File: src/rtl/onehot_dec_pkg.sv
// Shared types and helpers for the sequential one-hot decoder.
package onehot_dec_pkg;

  typedef enum logic [1:0] {IDLE, DRIVE, GAP} state_t;

  localparam int IN_W_DEFAULT = 2;
  localparam int OUT_W        = 2 ** IN_W_DEFAULT;
  localparam int MAX_OUT_W    = 64;

  // Wide enough for any code up to 6 bits; callers truncate to their own width.
  function automatic logic [MAX_OUT_W-1:0] bin2onehot(input logic [5:0] code);
    logic [MAX_OUT_W-1:0] v;
    v       = '0;
    v[code] = 1'b1;
    return v;
  endfunction

endpackage

File: src/rtl/onehot_decoder_seq_buf.sv
// Single-entry valid/ready holding register for the incoming binary code.
module code_buffer_1e #(
  parameter int W = 2
) (
  input  logic         clk,
  input  logic         rst_n,
  input  logic         in_valid,
  output logic         in_ready,
  input  logic [W-1:0] in_data,
  input  logic         pop,
  output logic         full,
  output logic [W-1:0] data
);

  logic         full_reg;
  logic [W-1:0] data_reg;

  // Accept and pop are mutually exclusive: pop only happens while full.
  always_ff @(posedge clk or negedge rst_n) begin
    if (!rst_n) begin
      full_reg <= 1'b0;
      data_reg <= '0;
    end else if (in_valid && !full_reg) begin
      full_reg <= 1'b1;
      data_reg <= in_data;
    end else if (pop) begin
      full_reg <= 1'b0;
    end
  end

  assign in_ready = ~full_reg;
  assign full     = full_reg;
  assign data     = data_reg;

endmodule

File: src/rtl/onehot_decoder_seq.sv
// Drives the one-hot line selected by a buffered binary code for HOLD_CYCLES,
// separated by GAP_CYCLES of all-zero output.
module onehot_decoder_seq
  import onehot_dec_pkg::*;
#(
  parameter int IN_W        = IN_W_DEFAULT,
  parameter int HOLD_CYCLES = 4,
  parameter int GAP_CYCLES  = 1
) (
  input  logic               clk,
  input  logic               rst_n,
  input  logic               en,
  input  logic               in_valid,
  output logic               in_ready,
  input  logic [IN_W-1:0]    in_code,
  output logic [2**IN_W-1:0] out_onehot,
  output logic               out_valid,
  output logic               busy
);

  localparam int ONEHOT_W = 2 ** IN_W;
  localparam int CNT_MAX  = (HOLD_CYCLES > GAP_CYCLES) ? HOLD_CYCLES : GAP_CYCLES;
  localparam int CNT_W    = $clog2((CNT_MAX > 2) ? CNT_MAX : 2);
  localparam logic [CNT_W-1:0] HOLD_LOAD = CNT_W'(HOLD_CYCLES - 1);
  localparam logic [CNT_W-1:0] GAP_LOAD  = CNT_W'((GAP_CYCLES > 0) ? GAP_CYCLES - 1 : 0);

  state_t              state_reg, state_next;
  logic [CNT_W-1:0]    cnt_reg, cnt_next;
  logic [ONEHOT_W-1:0] onehot_reg, onehot_next;
  logic                valid_reg, valid_next;
  logic                load;
  logic                buf_full;
  logic [IN_W-1:0]     buf_code;
  logic [ONEHOT_W-1:0] load_onehot;

  code_buffer_1e #(.W(IN_W)) u_buf (
    .clk      (clk),
    .rst_n    (rst_n),
    .in_valid (in_valid),
    .in_ready (in_ready),
    .in_data  (in_code),
    .pop      (load),
    .full     (buf_full),
    .data     (buf_code)
  );

  assign load_onehot = ONEHOT_W'(bin2onehot(6'(buf_code)));

  always_ff @(posedge clk or negedge rst_n) begin
    if (!rst_n) begin
      state_reg  <= IDLE;
      cnt_reg    <= '0;
      onehot_reg <= '0;
      valid_reg  <= 1'b0;
    end else begin
      state_reg  <= state_next;
      cnt_reg    <= cnt_next;
      onehot_reg <= onehot_next;
      valid_reg  <= valid_next;
    end
  end

  always_comb begin
    state_next  = state_reg;
    cnt_next    = cnt_reg;
    onehot_next = onehot_reg;
    valid_next  = valid_reg;
    load        = 1'b0;
    if (!en) begin
      // Abort whatever is in progress; the buffered code is kept for later.
      state_next  = IDLE;
      cnt_next    = '0;
      onehot_next = '0;
      valid_next  = 1'b0;
    end else begin
      unique case (state_reg)
        IDLE: begin
          if (buf_full) load = 1'b1;
        end
        DRIVE: begin
          if (cnt_reg != '0) begin
            cnt_next = cnt_reg - CNT_W'(1);
          end else if (GAP_CYCLES > 0) begin
            state_next  = GAP;
            cnt_next    = GAP_LOAD;
            onehot_next = '0;
            valid_next  = 1'b0;
          end else if (buf_full) begin
            load = 1'b1;
          end else begin
            state_next  = IDLE;
            onehot_next = '0;
            valid_next  = 1'b0;
          end
        end
        GAP: begin
          if (cnt_reg != '0) cnt_next = cnt_reg - CNT_W'(1);
          else if (buf_full) load = 1'b1;
          else state_next = IDLE;
        end
        default: state_next = IDLE;
      endcase
      if (load) begin
        state_next  = DRIVE;
        cnt_next    = HOLD_LOAD;
        onehot_next = load_onehot;
        valid_next  = 1'b1;
      end
    end
  end

  assign out_onehot = onehot_reg;
  assign out_valid  = valid_reg;
  assign busy       = (state_reg != IDLE) || buf_full;

endmodule

File: config.mk
export PLATFORM = sky130hd
export DESIGN_NAME = onehot_decoder_seq
export DESIGN_NICKNAME = d
export VERILOG_FILES = /design/src/rtl/onehot_dec_pkg.sv /design/src/rtl/onehot_decoder_seq_buf.sv /design/src/rtl/onehot_decoder_seq.sv
export SDC_FILE = /design/constraint.sdc
export NUM_CORES = 1
export LEC_CHECK = 0
export ABC_AREA = 1
export ABC_CLOCK_PERIOD_IN_PS = 1200
export CAP_MARGIN = 5
export CORE_UTILIZATION = 35
export DETAILED_ROUTE_END_ITERATION = 7
export PLACE_DENSITY_LB_ADDON = 0.15
export SLEW_MARGIN = 20
export SYNTH_ARGS = -nofsm -noshare
export SYNTH_HDL_FRONTEND = slang
export SYNTH_HIERARCHICAL = 1
export SYNTH_SLANG_ARGS = --single-unit
File: constraint.sdc
create_clock -name clk -period 1.2 [get_ports clk]
set_clock_uncertainty 0.15 [all_clocks]
set_input_delay 0.18 -clock clk [delete_from_list [all_inputs] [get_ports clk]]
set_output_delay 0.18 -clock clk [all_outputs]
set_load 0.05 [all_outputs]
==> impl_results.md, run 1 <==
- Worst r2r src: state_reg[1]
- Total I/O pin count: 13
- Slew headroom: 84.0%
- Fin nets: 128
- Fin crit share: 116%
- Number of max-cap violations: 0
- Clock period minus final worst setup slack: 1.39 ns
- Switching power share of the total: 45.1%
- Worst Path Buf+Inv: 2
- Sw Pwr: 0.00147 W
- Hold Violations, Final: 0
- Worst EP arrival: 1.06 ns
- H-tree depth: 1
- All-layer global routing usage: 16.3%
- # DRC: 0
- Clk pin slew, worst setup/hold paths: 0.08 ns
- Net count after synthesis: 91
- WL per Instance: 9.79 um
- RSZ-0062 raised after global routing: yes
- Cell variety after synth: 14
- Pint: 0.00179 W
- Cell area power density: 2870 nW/um2
- Number of global-route vias before repair: 591
- Die Area: 2010 um2
- Tightest Hold Check Type: in -> async
- Antenna Cells: 0
- Netlist Area Pre-Place: 642 um2
- Fin util: 66.0%
- WP data required: 0.87 ns
- Die Span X: 44.8 um
- Synth top area cells: dfrtp_1 47%, nand2_1 14%, nand3_1 10%
- Avg Inst Size Synth: 7.55 um2
- Number of clock buffers inserted by TritonCTS: 3
- Failing checks: negative setup slack
- TritonCTS clock tree: yes
- Row count: 15
- Layout cells sized above 1: 50.4%
- Area grow syn2layout: 77.6%
- Starting Density: 37.2%
- Max reg flops: 4
- Flip-flop and latch count after synthesis: 12
- Core Footprint: 1730 um2
- Final ANT Viol Nets: 0
- First-pass GRT wire length: 2370 um
- Worst vdd ir: 1.75 mV
- Die Y: 44.8 um
- Clock Latency Late Sink: 0.28 ns
- Fmax: 0.719 GHz
- Most frequent cells in the layout: 23 x nand2_1, 18 x buf_4, 11 x dfrtp_1, 10 x inv_1
- Status: finished, violations left
- First-pass iteration count of the detailed router: 4
- Gate family responsible for the most delay along the worst path: flip-flops
- Antenna violations before repair: 0
- Pin count of the biggest net entering global routing: 13
- CP Class: reg -> out
- Crit Path Max Fanout: 3
- Slowest stage cell, crit path: dfrtp_2
- Initial DRC count: 6
- P_leak: 0.556 nW
- Placer Congestion: 0.800
- Top-area cell type share of the netlist area: 46.8%
- Final Slew Violations: 0
- Commonest non-fill, non-tap cell in the layout: nand2_1
- Clk buf depth: 2
- Reg2Reg Capture Point: out_onehot[0]
- Register share of total power: 22.8%
- Clock sinks: 12
- Register area share after synthesis: 46.8%
- Startpoint types: flip-flop
- Final setup viols: 12
- Worst Max-Slew Pin Slew: 0.239 ns
- Congestion Overflow GR: 0
- Final worst slack: -0.191 ns
- Dpl ws: -0.211 ns
- Final wirelength: 1430 um
- Ys Warns: 6
- Port Buffers: 12
- Detailed Place HPWL: 976 um
- CTS Root Cell: clkbuf_4
- Reg2Reg Setup Slack: -0.15 ns
- Power share of the combinational group: 67.3%
- Worst path max stage delay: 0.45 ns
- Vias post-DR: 659
- Synthesized instance count: 85
- Crit. End Element: output pin
- R2R depth: 6
- Synth area leader: dfrtp_1
- Vias/cell: 4.51
- Clock power share: 9.9%
- Crit-path cells: inv_2 > nand3_4 > buf_12
final cells by class:
type                    count  area (um2)
clock buffers               4        36.3
fillers                   148         587
inverters                  17        66.3
multi-input cells          56         357
flip-flops and latches     12         302
well taps                  25        31.3
repair buffers             32         348
cells by family after synthesis:
kind of cell / synth area share [%]
AOI/OAI and AO/OA: 6.04
and+or+nand+nor: 37.2
DFF: 46.8
buffers and inverters: 9.94
power groups by stage:
stage	clock, W	sequential [W]	combinational, W
4_1_cts	0.000331	0.000734	0.00203
3_3_place_gp	0	0.000738	0.00168
3_5_place_dp	0	0.000743	0.00169
2_1_floorplan	0	0.000890	0.000796
6_report	0.000323	0.000745	0.00220
5_1_grt	0.000343	0.000768	0.00239
per-layer routing:
metal / vias up / global-route usage (%) / share of wire [%]
met2: 12 / 25.3 / 49
met5: - / 0 / 0
met3: 2 / 6.40 / 4.5
met4: 0 / 3.64 / 1.2
met1: 309 / 21.6 / 45
li1: 336 / - / -
cells in the mapped netlist:
master   number
nor2_2        3
nand2_2       3
inv_1        11
nand3_2       1
nor2_1        2
nor2_4        2
o21ai_1       5
nand4_1       1
o21ai_2       1
inv_2         6
dfrtp_1      12
o21ai_0       1
nand2_1      24
nand3_1      13
metrics by stage:
step           hold slack (ns)  TNS, ns  instance area (um2)  cells  total power, W
2_1_floorplan           -0.266        0                  647     85         0.00169
3_3_place_gp             0.349    -1.24                  943    132         0.00242
3_5_place_dp             0.346    -1.44                  943    132         0.00244
4_1_cts                 0.0465    -1.55                 1090    143         0.00309
5_1_grt                 0.0625    -2.42                 1140    146         0.00350
6_report                0.0421    -1.51                 1140    146         0.00327
how the worst max path moves through the flow:
stage,start,to,cells past startpoint
5_1_grt,state_reg[1],out_onehot[3],6
2_1_floorplan,cnt_reg[0],u_buf/full,4
6_report,state_reg[0],busy,3
4_1_cts,state_reg[1],busy,4
3_5_place_dp,en,state_reg[1],8
3_3_place_gp,en,state_reg[1],8
what timing repair did:
action,4_1_cts,5_1_grt
pin swaps,8,2
hold buffers,0,0
endpoints found under the setup margin,12,17
gates resized for setup,15,6
buffers inserted,8,3
hold endpoints to repair,0,0
(Power assumes the default switching activity.)
==> run 2: changes to the inputs <==
--- a/config.mk
+++ b/config.mk
@@ -10,7 +10,7 @@
 export CAP_MARGIN = 5
 export CORE_UTILIZATION = 35
 export DETAILED_ROUTE_END_ITERATION = 7
-export PLACE_DENSITY_LB_ADDON = 0.15
+export PLACE_DENSITY = 0.6
 export SLEW_MARGIN = 20
 export SYNTH_ARGS = -nofsm -noshare
 export SYNTH_HDL_FRONTEND = slang
==> run 2 against run 1 <==
Net effect: setup slack worse by 0.022 ns; hold slack better by 0.0034 ns; count of clock-buffer cells in the layout unchanged; cell count unchanged; utilization up 0.43 points; clock power down 2%; die area unchanged; critical path type unchanged; maximum frequency down 1.5%; critical endpoint unchanged; global-route usage up 1.8 points; wire length up 18%; the flow still finishes with violations (negative setup slack).
==> impl_results.md, run 2 (synthesis results as in run 1) <==
- Worst path max stage delay: 0.45 ns (about the same)
- WL per Instance: 11.6 um (+18%)
- Number of clock buffers inserted by TritonCTS: 3 (unchanged)
- All-layer global routing usage: 18.1% (+1.8 points)
- Dpl ws: -0.211 ns (-0.000164 ns)
- P_leak: 0.557 nW (+0.14%)
- Area grow syn2layout: 78.8%
- Worst hold slack: 0.0455 ns (+0.00341 ns)
- Clock sinks: 12 (unchanged)
- Port Buffers: 12 (unchanged)
- Clk buf depth: 2 (unchanged)
- Failing checks: negative setup slack
- Vias/cell: 4.74 (+5.0%)
- Row count: 15 (unchanged)
- Congestion Overflow GR: 0 (unchanged)
- Most frequent cells in the layout: 22 x nand2_1, 17 x buf_4, 11 x dfrtp_1, 10 x inv_1
- Starting Density: 37.2% (unchanged)
- Crit. End Element: output pin
- Die Span X: 44.8 um (unchanged)
- Final ANT Viol Nets: 0 (unchanged)
- Detailed Place HPWL: 1050 um (+7.6%)
- Antenna Cells: 0 (unchanged)
- Crit Path Max Fanout: 4 (+1)
- Status: finished, violations left
- Slew headroom: 83.6% (-0.43 points)
- Clock Latency Late Sink: 0.27 ns (about the same)
- # DRC: 0 (unchanged)
- Antenna violations before repair: 0 (unchanged)
- Final Slew Violations: 0 (unchanged)
- Final worst slack: -0.212 ns (-0.0216 ns)
- Worst Max-Slew Pin Slew: 0.245 ns (+0.00638 ns)
- Crit-path cells: inv_2 > nand3_4 > buf_12
- CP Class: reg -> out
- Placer Congestion: 0.887 (+11%)
- Commonest non-fill, non-tap cell in the layout: nand2_1
- Post-CTS Hold Buffers: 0 (unchanged)
- H-tree depth: 1 (unchanged)
- Fin crit share: 118% (+1.8 points)
- CTS Root Cell: clkbuf_4
- Total I/O pin count: 13 (unchanged)
- Core Footprint: 1730 um2 (unchanged)
- WP data required: 0.87 ns (about the same)
- Clock period minus final worst setup slack: 1.41 ns (+0.0216 ns)
- Startpoint types: flip-flop
- Fin nets: 128 (unchanged)
- Vias post-DR: 692 (+5.0%)
- Initial DRC count: 15 (+9)
- Slowest stage cell, crit path: dfrtp_1
- Pin count of the biggest net entering global routing: 13 (unchanged)
- Gate family responsible for the most delay along the worst path: flip-flops
- First-pass iteration count of the detailed router: 4 (unchanged)
- Worst Path Buf+Inv: 2 (unchanged)
- Hold Violations, Final: 0 (unchanged)
- Cell area power density: 2940 nW/um2 (+2.6%)
- Number of max-cap violations: 0 (unchanged)
- Worst EP arrival: 1.08 ns (+0.02 ns)
- Fmax: 0.708 GHz (-1.5%)
- Max reg flops: 4 (unchanged)
- TritonCTS clock tree: yes
- Die Area: 2010 um2 (unchanged)
- Final wirelength: 1690 um (+18%)
- Layout cells sized above 1: 50.4% (unchanged)
- Final setup viols: 12 (unchanged)
- Fillers: 141 (-4.7%)
- Clk pin slew, worst setup/hold paths: 0.08 ns (about the same)
- Worst vdd ir: 1.73 mV (-1.1%)
- Number of global-route vias before repair: 594 (+0.51%)
- Die Y: 44.8 um (unchanged)
- Tightest Hold Check Type: in -> async
- First-pass GRT wire length: 2590 um (+9.3%)
- RSZ-0062 raised after global routing: yes
-- run 2: what timing repair did --
item / CTS / global route
buffers inserted: 5 / 4
pin swaps: 6 / 8
gates resized for setup: 9 / 14
setup endpoints to repair: 12 / 15
-- run 2: path summary, 6_finish.rpt --
kind	startpoint	to	slack [ns]	cells past startpoint
worst max-delay path	state_reg[1]	busy	-0.21	3
worst min register to register	u_buf/data[1]	u_buf/data[1]	0.42	2
worst max register to register	state_reg[1]	out_onehot[3]	-0.18	6
worst min-delay path	rst_n	out_onehot[1]	0.05	2
max in group asynchronous	rst_n	state_reg[0]	0.69	2
min in group clk	in_code[1]	u_buf/data[1]	0.32	3
-- run 2: power by group --
part / internal, W / switching, W
sequential: 0.000566 / 0.000205
clock: 0.000184 / 0.000132
combinational: 0.00107 / 0.00122
-- run 2: layout make-up --
cell class	instances	area [um2]	share of cell area, %
clock buffers	4	36.3	3.16
inverters	17	66.3	5.78
multi-input cells	56	360	31.4
flip-flops and latches	12	302	26.3
well taps	25	31.3	2.73
repair buffers	32	352	30.6
-- run 2: routing by layer --
layer	wire length, um	GRT usage [%]
met4	58	7.27
met1	707	23.0
met5	0	0
met3	63	4.80
met2	859	29.4
-- run 2: stage by stage --
stage / total power [W] / setup TNS, ns / utilization [%] / instance area [um2] / std cells
6_report: 0.00337 / -1.87 / 66.4 / 1150 / 146
4_1_cts: 0.00305 / -1.57 / 61.0 / 1050 / 142
2_1_floorplan: 0.00169 / 0 / - / 647 / 85
5_1_grt: 0.00359 / -2.73 / 66.4 / 1150 / 146
3_3_place_gp: 0.00246 / -1.36 / 55.1 / 951 / 133
3_5_place_dp: 0.00250 / -1.45 / 55.1 / 951 / 133
==> run 3: changes to the inputs <==
--- a/config.mk
+++ b/config.mk
@@ -7,7 +7,7 @@
 export LEC_CHECK = 0
 export ABC_AREA = 1
 export ABC_CLOCK_PERIOD_IN_PS = 1200
-export CAP_MARGIN = 5
+export CAP_MARGIN = 20
 export CORE_UTILIZATION = 35
 export DETAILED_ROUTE_END_ITERATION = 7
 export PLACE_DENSITY = 0.6
==> results of run 3 <==
The final DEF is identical to that of run 2; final timing and power are the same.
